<file path="src/rtl/i4_pkg.sv">
// i4_pkg: shared widths, mode IDs and FSM encoding for the 4x4 intra mode-decision stage
package i4_pkg;
    localparam int BIT_WIDTH  = 8;
    localparam int BLOCK_SIZE = 4;
    localparam int MODE_WIDTH = 4;
    localparam int SAD_WIDTH  = BIT_WIDTH + 4;
    localparam int NPIX       = BLOCK_SIZE * BLOCK_SIZE;
    localparam int RES_WIDTH  = BIT_WIDTH + 1;

    localparam logic [MODE_WIDTH-1:0] MODE_DC = 4'd0;
    localparam logic [MODE_WIDTH-1:0] MODE_TM = 4'd1;
    localparam logic [MODE_WIDTH-1:0] MODE_VE = 4'd2;
    localparam logic [MODE_WIDTH-1:0] MODE_HE = 4'd3;

    typedef enum logic [1:0] {IDLE, ACC, DONE} state_t;

    function automatic logic [BIT_WIDTH-1:0] absdiff(input logic [BIT_WIDTH-1:0] a, input logic [BIT_WIDTH-1:0] b);
        return (a > b) ? a - b : b - a;
    endfunction
endpackage

</file>
<file path="src/rtl/sad16_tree.sv">
// sad16_tree: 4-level unsigned adder tree summing 16 absolute differences into a SAD
module sad16_tree
    import i4_pkg::*;
(
    input  logic [NPIX*BIT_WIDTH-1:0] ad,
    output logic [SAD_WIDTH-1:0]      sad
);
    logic [SAD_WIDTH-1:0] l0 [16];
    logic [SAD_WIDTH-1:0] l1 [8];
    logic [SAD_WIDTH-1:0] l2 [4];
    logic [SAD_WIDTH-1:0] l3 [2];

    for (genvar g = 0; g < 16; g++) begin : g_l0
        assign l0[g] = {{(SAD_WIDTH-BIT_WIDTH){1'b0}}, ad[g*BIT_WIDTH +: BIT_WIDTH]};
    end
    for (genvar g = 0; g < 8; g++) begin : g_l1
        assign l1[g] = l0[2*g] + l0[2*g+1];
    end
    for (genvar g = 0; g < 4; g++) begin : g_l2
        assign l2[g] = l1[2*g] + l1[2*g+1];
    end
    for (genvar g = 0; g < 2; g++) begin : g_l3
        assign l3[g] = l2[2*g] + l2[2*g+1];
    end
    assign sad = l3[0] + l3[1];
endmodule

</file>
<file path="src/rtl/i4_mode_select.sv">
// i4_mode_select: picks the minimum-SAD 4x4 intra candidate per group; I4_MODE_SELECT_RESIDUAL_OUT_EN adds the residual output
module i4_mode_select
    import i4_pkg::*;
(
    input  logic                      clk,
    input  logic                      rstn,
    input  logic                      cand_valid,
    output logic                      cand_ready,
    input  logic                      cand_first,
    input  logic                      cand_last,
    input  logic [MODE_WIDTH-1:0]     cand_mode,
    input  logic [NPIX*BIT_WIDTH-1:0] cand_pred,
    input  logic [NPIX*BIT_WIDTH-1:0] src,
    output logic                      out_valid,
    input  logic                      out_ready,
    output logic [MODE_WIDTH-1:0]     best_mode,
    output logic [SAD_WIDTH-1:0]      best_sad,
    output logic [NPIX*BIT_WIDTH-1:0] best_pred,
    output logic [NPIX*RES_WIDTH-1:0] best_res,
    output logic                      seq_err
);
    state_t                    state;
    logic                      ready_en;
    logic                      s1_valid;
    logic                      s1_first;
    logic                      s1_last;
    logic [MODE_WIDTH-1:0]     s1_mode;
    logic [NPIX*BIT_WIDTH-1:0] s1_pred;
    logic [NPIX*BIT_WIDTH-1:0] s1_ad;
    logic [NPIX*BIT_WIDTH-1:0] src_q;
    logic [NPIX*BIT_WIDTH-1:0] src_cur;
    logic [NPIX*BIT_WIDTH-1:0] ad_next;
    logic [SAD_WIDTH-1:0]      s1_sad;
    logic                      accept;
    logic                      take;

    // ready_en holds the input closed while in reset and until the first clock after release
    assign cand_ready = ready_en & ~out_valid & ~(s1_valid & s1_last);
    assign accept     = cand_valid & cand_ready;
    // a candidate counts only if it opens a group or continues an open one
    assign take       = s1_valid & (s1_first | (state == ACC));

    // the first candidate compares against the live source, later ones against the captured copy
    always_comb begin
        src_cur = cand_first ? src : src_q;
        ad_next = '0;
        for (int p = 0; p < NPIX; p++)
            ad_next[p*BIT_WIDTH +: BIT_WIDTH] = absdiff(src_cur[p*BIT_WIDTH +: BIT_WIDTH], cand_pred[p*BIT_WIDTH +: BIT_WIDTH]);
    end

    sad16_tree u_sad (
        .ad  (s1_ad),
        .sad (s1_sad)
    );

`ifdef I4_MODE_SELECT_RESIDUAL_OUT_EN
    logic [NPIX*RES_WIDTH-1:0] res_next;

    // 9-bit two's complement src minus pred for the S2 candidate
    always_comb begin
        res_next = '0;
        for (int p = 0; p < NPIX; p++)
            res_next[p*RES_WIDTH +: RES_WIDTH] = {1'b0, src_q[p*BIT_WIDTH +: BIT_WIDTH]} - {1'b0, s1_pred[p*BIT_WIDTH +: BIT_WIDTH]};
    end
`else
    assign best_res = '0;
`endif

    // S1: register absolute differences and candidate tags on accept, capture the group source
    always_ff @(posedge clk or negedge rstn) begin
        if (!rstn) begin
            ready_en <= 1'b0;
            s1_valid <= 1'b0;
            s1_first <= 1'b0;
            s1_last  <= 1'b0;
            s1_mode  <= '0;
            s1_pred  <= '0;
            s1_ad    <= '0;
            src_q    <= '0;
        end else begin
            ready_en <= 1'b1;
            s1_valid <= accept;
            if (accept) begin
                s1_first <= cand_first;
                s1_last  <= cand_last;
                s1_mode  <= cand_mode;
                s1_pred  <= cand_pred;
                s1_ad    <= ad_next;
                if (cand_first)
                    src_q <= src;
            end
        end
    end

    // S2 and FSM: keep the strict minimum of the group, flag protocol errors, hold the result until taken
    always_ff @(posedge clk or negedge rstn) begin
        if (!rstn) begin
            state     <= IDLE;
            out_valid <= 1'b0;
            best_mode <= '0;
            best_sad  <= '1;
            best_pred <= '0;
            seq_err   <= 1'b0;
`ifdef I4_MODE_SELECT_RESIDUAL_OUT_EN
            best_res  <= '0;
`endif
        end else begin
            if (s1_valid & (s1_first ? (state == ACC) : (state != ACC)))
                seq_err <= 1'b1;
            if (take & (s1_first | (s1_sad < best_sad))) begin
                best_mode <= s1_mode;
                best_sad  <= s1_sad;
                best_pred <= s1_pred;
`ifdef I4_MODE_SELECT_RESIDUAL_OUT_EN
                best_res  <= res_next;
`endif
            end
            if (take) begin
                state     <= s1_last ? DONE : ACC;
                out_valid <= s1_last;
            end else if (out_valid & out_ready) begin
                state     <= IDLE;
                out_valid <= 1'b0;
            end
        end
    end
endmodule
</file>
<file path="config.mk">
export PLATFORM = sky130hd
export DESIGN_NAME = i4_mode_select
export DESIGN_NICKNAME = d
export VERILOG_FILES = /design/src/rtl/i4_pkg.sv /design/src/rtl/sad16_tree.sv /design/src/rtl/i4_mode_select.sv
export SDC_FILE = /design/constraint.sdc
export NUM_CORES = 1
export LEC_CHECK = 0
export CAP_MARGIN = 20
export CORE_UTILIZATION = 55
export DETAILED_ROUTE_END_ITERATION = 10
export PLACE_DENSITY = 0.81
export SLEW_MARGIN = 20
export SYNTH_ARGS = -nofsm -noshare
export SYNTH_HDL_FRONTEND = slang
export SYNTH_SLANG_ARGS = --single-unit
</file>
<file path="constraint.sdc">
create_clock -name clk -period 10.9 [get_ports clk]
set_clock_uncertainty 0.05 [all_clocks]
set_input_delay 1.09 -clock clk [delete_from_list [all_inputs] [get_ports clk]]
set_output_delay 1.09 -clock clk [all_outputs]
set_load 0.02 [all_outputs]
</file>
==> results by stage <==
Clocking:
- After clock tree synthesis, the clock-pin slew on the worst setup and hold paths is 0.06 ns.
- The TritonCTS clock tree is done.
- The maximum buffer depth of the clock tree is 3.
- The number of CTS-inserted buffers is 60.
- At the later pin of the worst-skew pair, clock insertion delay measures 0.64 ns.
- In this run the clock root is driven by a sky130_fd_sc_hd__clkbuf_16.
- The H-tree was split into 2 levels.
- The number of hold buffers added after CTS is 0.
- The number of cells upsized or downsized after cts is 0.
- The count of clock tree sinks is 539.
- The number of setup buffers added after CTS is 0.

Die:
- In this run the count of I/O pins placed on the die edge is between 500 and 600.
- After floorplanning, the core was divided into 94 placement rows.
- Measured along the y axis, the die boundary spans ~260 um.
- The width of the die is 260 um.
- The core outline area is roughly 0.066 mm2.
- The overall die area is just under 0.07 mm2.
- The initial utilization of the core area, before any placement, comes to 55.6%.

Timing:
- Setup repair after global routing left no endpoint under its margin.
- The worst path uses 72.6% of the clock period.
- The final count of negative-setup-slack endpoints is 0.
- For the pin with the worst max-slew slack, the measured transition is ~1.1 ns.
- The max-slew violation total from the final report was 0.
- The final number of hold-violating endpoints is 0.
- The total negative slack is 0 ns.
- Subtracting the final worst setup slack from the clock period gives approximately 7.9 ns.
- Static timing analysis puts the maximum clock frequency at 126 MHz.
- The headroom to the max-slew limit is 29.5%.

Worst setup path:
- In this run the worst path has a maximum fanout of 46.
- STA puts the critical path data arrival time at 8.36 ns.
- The startpoint of the worst register-to-register path is s1_ad[96]$_DFFE_PN0P_.
- For this design, the slowest cell found on the critical path is sky130_fd_sc_hd__buf_4.
- The cell seen most often among critical-path stages is sky130_fd_sc_hd__fa_1.
- On the worst path, the slowest cell contributes a delay of 0.76 ns.
- The launching element type of the critical path is a flip-flop.
- The critical path starts at s1_ad[96]$_DFFE_PN0P_.
- For the worst setup path, the data required time is 11.35 ns.
- The critical setup path kind is reg2reg.
- STA classifies the critical path endpoint as a flip-flop.

Synth:
- The post-synthesis share of cell area spent on full adders, half adders and majority gates is 16.3%.
- The fraction of synthesis flops using an asynchronous set or reset pin is 100%.
- Multiplexer cells account for 12.6% of the synthesized area.
- By area, the combinational part of the netlist is dominated by adder cells.
- Ranked by total cell area, the synthesized netlist is headed by sky130_fd_sc_hd__dfrtp_1 36%, sky130_fd_sc_hd__ha_1 11%, sky130_fd_sc_hd__mux2i_1 6.0%.
- After synthesis the cells add up to 0.0365 mm2.
- Dividing the synthesized area by the synthesized cell count gives 9.92 um2.
- The total of flip-flops plus latches after synthesis is 539.
- The synthesized design contains 0 enable-type register cells.
- During synthesis, Yosys emitted a total of 0 warnings.
- In the synthesized netlist, the number of instances is 3,683.
- After Yosys synthesis, XOR and XNOR cells account for 3.55% of the synthesized area.
- The simple-gate portion of the synthesized area is 7.83%.
- The sequential element share of the synthesized area is 37.0%.
- The cell taking the most area after synthesis is sky130_fd_sc_hd__dfrtp_1.
- Summing the areas of all compound-gate instances in the mapped netlist gives 13.8% of the synthesized area.
- The area share of the largest cell type after synthesis is 36.1%.
- For this run, the leading register cell type out of synthesis is sky130_fd_sc_hd__dfrtp_1.
- The synthesized netlist contains 48 unique library cells.

Placement:
- Once detailed placement completed, the half-perimeter wirelength came to 65.2 mm.
- Buffers placed on the I/O ports in this run total between 400 and 500.
- The final estimated routing congestion in global placement is 0.917.

Final layout:
- The share of post-route cells with drive strength above 1 is 7.37%.
- After the last flow step, the layout net total stands at 4,683.
- The relative area change from synthesis to final layout is 17.0%.

Routing:
- The routed via count is 26,200.
- The post-detailed-routing wire length is 86.8 mm.
- The first TritonRoute pass finished after 7 iterations.
- The vias per cell is 5.33.
- The detail route stage leaves a number of antenna-violating nets equal to 0.
- After detailed routing, the average wire length per cell comes to 17.7 um.
- The first routing iteration left 1,722 violations.
- After detailed routing, the number of remaining DRC violations is 0.

GRT:
- The first-pass GRT wire length is between 100 and 150 mm.
- The initial antenna violation count came to 8.
- Entering global routing, the biggest net connects 287 pins.
- The total overflow left after global routing is 0.
- Global routing consumed, over all layers together, roughly a quarter of the routing resources.
- The via count of the first global-routing pass is 26,400.

Outcome:
- The flow ran to the end, and the final reports show no timing, DRC or antenna violations.

Flow run:
- Across the run, the number of max-cap violations was 0.

Min path:
- The startpoint of the most critical hold path is s1_pred[48]$_DFFE_PN0P_.
- The class of the worst hold path is reg2reg.
-- final cells by class --
| cell class | count | area, um2 |
|---|---|---|
| fillers | 5248 | 23000 |
| multi-input cells | 2618 | 20400 |
| flip-flops and latches | 539 | 13500 |
| repair buffers | 425 | 4280 |
| clock buffers | 81 | 1720 |
| inverters | 352 | 1320 |
| well taps | 864 | 1080 |
| clock inverters | 30 | 462 |
| diodes | 2 | 5.00 |
-- cell usage in the layout, fill, tap and decap left out, types with 10 or more instances in the layout --
| master | Yosys | routed |
|---|---|---|
| sky130_fd_sc_hd__clkinv_2 | 0 | 10 |
| sky130_fd_sc_hd__a211oi_1 | 34 | 33 |
| sky130_fd_sc_hd__and4_1 | 18 | 18 |
| sky130_fd_sc_hd__mux2_1 | 36 | 36 |
| sky130_fd_sc_hd__xor2_1 | 44 | 44 |
| sky130_fd_sc_hd__nand2b_1 | 23 | 23 |
| sky130_fd_sc_hd__a31oi_1 | 57 | 57 |
| sky130_fd_sc_hd__nand3_1 | 14 | 14 |
| sky130_fd_sc_hd__inv_1 | 351 | 351 |
| sky130_fd_sc_hd__clkbuf_16 | 0 | 62 |
| sky130_fd_sc_hd__nor2_1 | 62 | 62 |
| sky130_fd_sc_hd__conb_1 | 2 | 145 |
| sky130_fd_sc_hd__a221oi_1 | 13 | 13 |
| sky130_fd_sc_hd__fa_1 | 93 | 93 |
| sky130_fd_sc_hd__dfstp_2 | 12 | 12 |
| sky130_fd_sc_hd__ha_1 | 328 | 328 |
| sky130_fd_sc_hd__xnor2_1 | 104 | 104 |
| sky130_fd_sc_hd__nor2b_1 | 16 | 16 |
| sky130_fd_sc_hd__nand3b_1 | 29 | 29 |
| sky130_fd_sc_hd__clkbuf_8 | 0 | 11 |
| sky130_fd_sc_hd__nor3_1 | 11 | 11 |
| sky130_fd_sc_hd__o21ai_0 | 427 | 427 |
| sky130_fd_sc_hd__a21o_1 | 99 | 99 |
| sky130_fd_sc_hd__bufinv_16 | 0 | 11 |
| sky130_fd_sc_hd__dfrtp_1 | 527 | 527 |
| sky130_fd_sc_hd__mux2i_1 | 219 | 219 |
| sky130_fd_sc_hd__a211o_1 | 11 | 11 |
| sky130_fd_sc_hd__mux2_4 | 101 | 101 |
| sky130_fd_sc_hd__nand2_1 | 468 | 467 |
| sky130_fd_sc_hd__o21ai_1 | 17 | 17 |
| sky130_fd_sc_hd__clkdlybuf4s50_1 | 0 | 410 |
| sky130_fd_sc_hd__a21oi_1 | 140 | 140 |
| sky130_fd_sc_hd__mux2_2 | 45 | 45 |
| sky130_fd_sc_hd__nand4_1 | 14 | 14 |
-- cell families (layout without fill, tap and decap cells) --
logic type	Yosys count	after routing
AO/OA/AOI/OAI	842	842
adder cells (fa/ha/maj)	421	421
AND/OR/NAND/NOR	661	661
buffers and inverters	669	888
XOR/XNOR	148	148
multiplexers	401	401
flip-flops	539	539
other	2	147
-- worst max-delay path, delay by kind of cell, from the launching register on --
family	cells	cell delay, ns
adders and majority gates	8	3.12
xor gates and xnor gates	1	0.23
and+or+nand+nor	4	0.63
DFF	1	0.35
muxes	1	0.38
AOI/OAI and AO/OA	9	2.09
buffers and inverters	4	0.91
-- flip-flops by register name, indices dropped and copies added (netlist names), 4 cells and up --
signal     flops
best_mode      4
s1_pred      128
s1_ad        128
best_sad      12
s1_mode        4
src_q        128
best_pred    128
-- per-layer routing --
layer / share of wire (%) / up-vias / wire length [um] / GRT usage (%)
li1: - / 12800 / - / -
met3: 5.6 / 146 / 4840 / 4.88
met5: 0.086 / - / 75 / 0
met4: 2.5 / 12 / 2180 / 7.25
met1: 45 / 12600 / 39200 / 35.0
met2: 47 / 599 / 40500 / 41.7
-- stage by stage --
| step | cells | cell area (um2) | hold WS [ns] | setup slack, ns | util, % |
|---|---|---|---|---|---|
| after global routing | 4911 | 42800 | 0.448 | 2.43 | 65.0 |
| after global placement | 4798 | 40600 | 0.407 | 3.23 | 61.7 |
| final | 4911 | 42800 | 0.423 | 2.99 | 65.0 |
| after detailed placement | 4798 | 40600 | 0.414 | 2.98 | 61.7 |
| after CTS | 4909 | 42700 | 0.429 | 2.94 | 65.0 |
| after floorplan | 3826 | 37100 | 0.393 | 4.40 | - |
-- final timing paths --
kind	slack, ns	cells past startpoint	end
max	2.99	27	best_pred[15]$_DFFE_PN0P_
min	0.42	2	s1_pred[48]$_DFFE_PN0P_
max reg2reg	2.99	27	best_pred[15]$_DFFE_PN0P_
min reg2reg	0.42	2	s1_pred[48]$_DFFE_PN0P_
max in group asynchronous	8.20	3	best_pred[1]$_DFFE_PN0P_
min in group asynchronous	0.45	1	s1_pred[74]$_DFFE_PN0P_
-- cells in the mapped netlist (6+ instances only) --
library cell               number
sky130_fd_sc_hd__a211o_1       11
sky130_fd_sc_hd__a211oi_1      34
sky130_fd_sc_hd__a21o_1        99
sky130_fd_sc_hd__a21oi_1      140
sky130_fd_sc_hd__a221oi_1      13
sky130_fd_sc_hd__a31oi_1       57
sky130_fd_sc_hd__and4_1        18
sky130_fd_sc_hd__buf_2         40
sky130_fd_sc_hd__buf_4        146
sky130_fd_sc_hd__buf_6         15
sky130_fd_sc_hd__clkbuf_1     116
sky130_fd_sc_hd__dfrtp_1      527
sky130_fd_sc_hd__dfstp_2       12
sky130_fd_sc_hd__fa_1          93
sky130_fd_sc_hd__ha_1         328
sky130_fd_sc_hd__inv_1        351
sky130_fd_sc_hd__mux2_1        36
sky130_fd_sc_hd__mux2_2        45
sky130_fd_sc_hd__mux2_4       101
sky130_fd_sc_hd__mux2i_1      219
sky130_fd_sc_hd__nand2_1      468
sky130_fd_sc_hd__nand2b_1      23
sky130_fd_sc_hd__nand3_1       14
sky130_fd_sc_hd__nand3b_1      29
sky130_fd_sc_hd__nand4_1       14
sky130_fd_sc_hd__nor2_1        62
sky130_fd_sc_hd__nor2b_1       16
sky130_fd_sc_hd__nor3_1        11
sky130_fd_sc_hd__o21ai_0      427
sky130_fd_sc_hd__o21ai_1       17
sky130_fd_sc_hd__o21ai_4        9
sky130_fd_sc_hd__o22a_1         7
sky130_fd_sc_hd__o41ai_1        8
sky130_fd_sc_hd__o41ai_4        6
sky130_fd_sc_hd__xnor2_1      104
sky130_fd_sc_hd__xor2_1        44
Power is left out: the tool's default activity adds up to more than one toggle a clock period on the data nets, which glitch-free logic cannot reach.
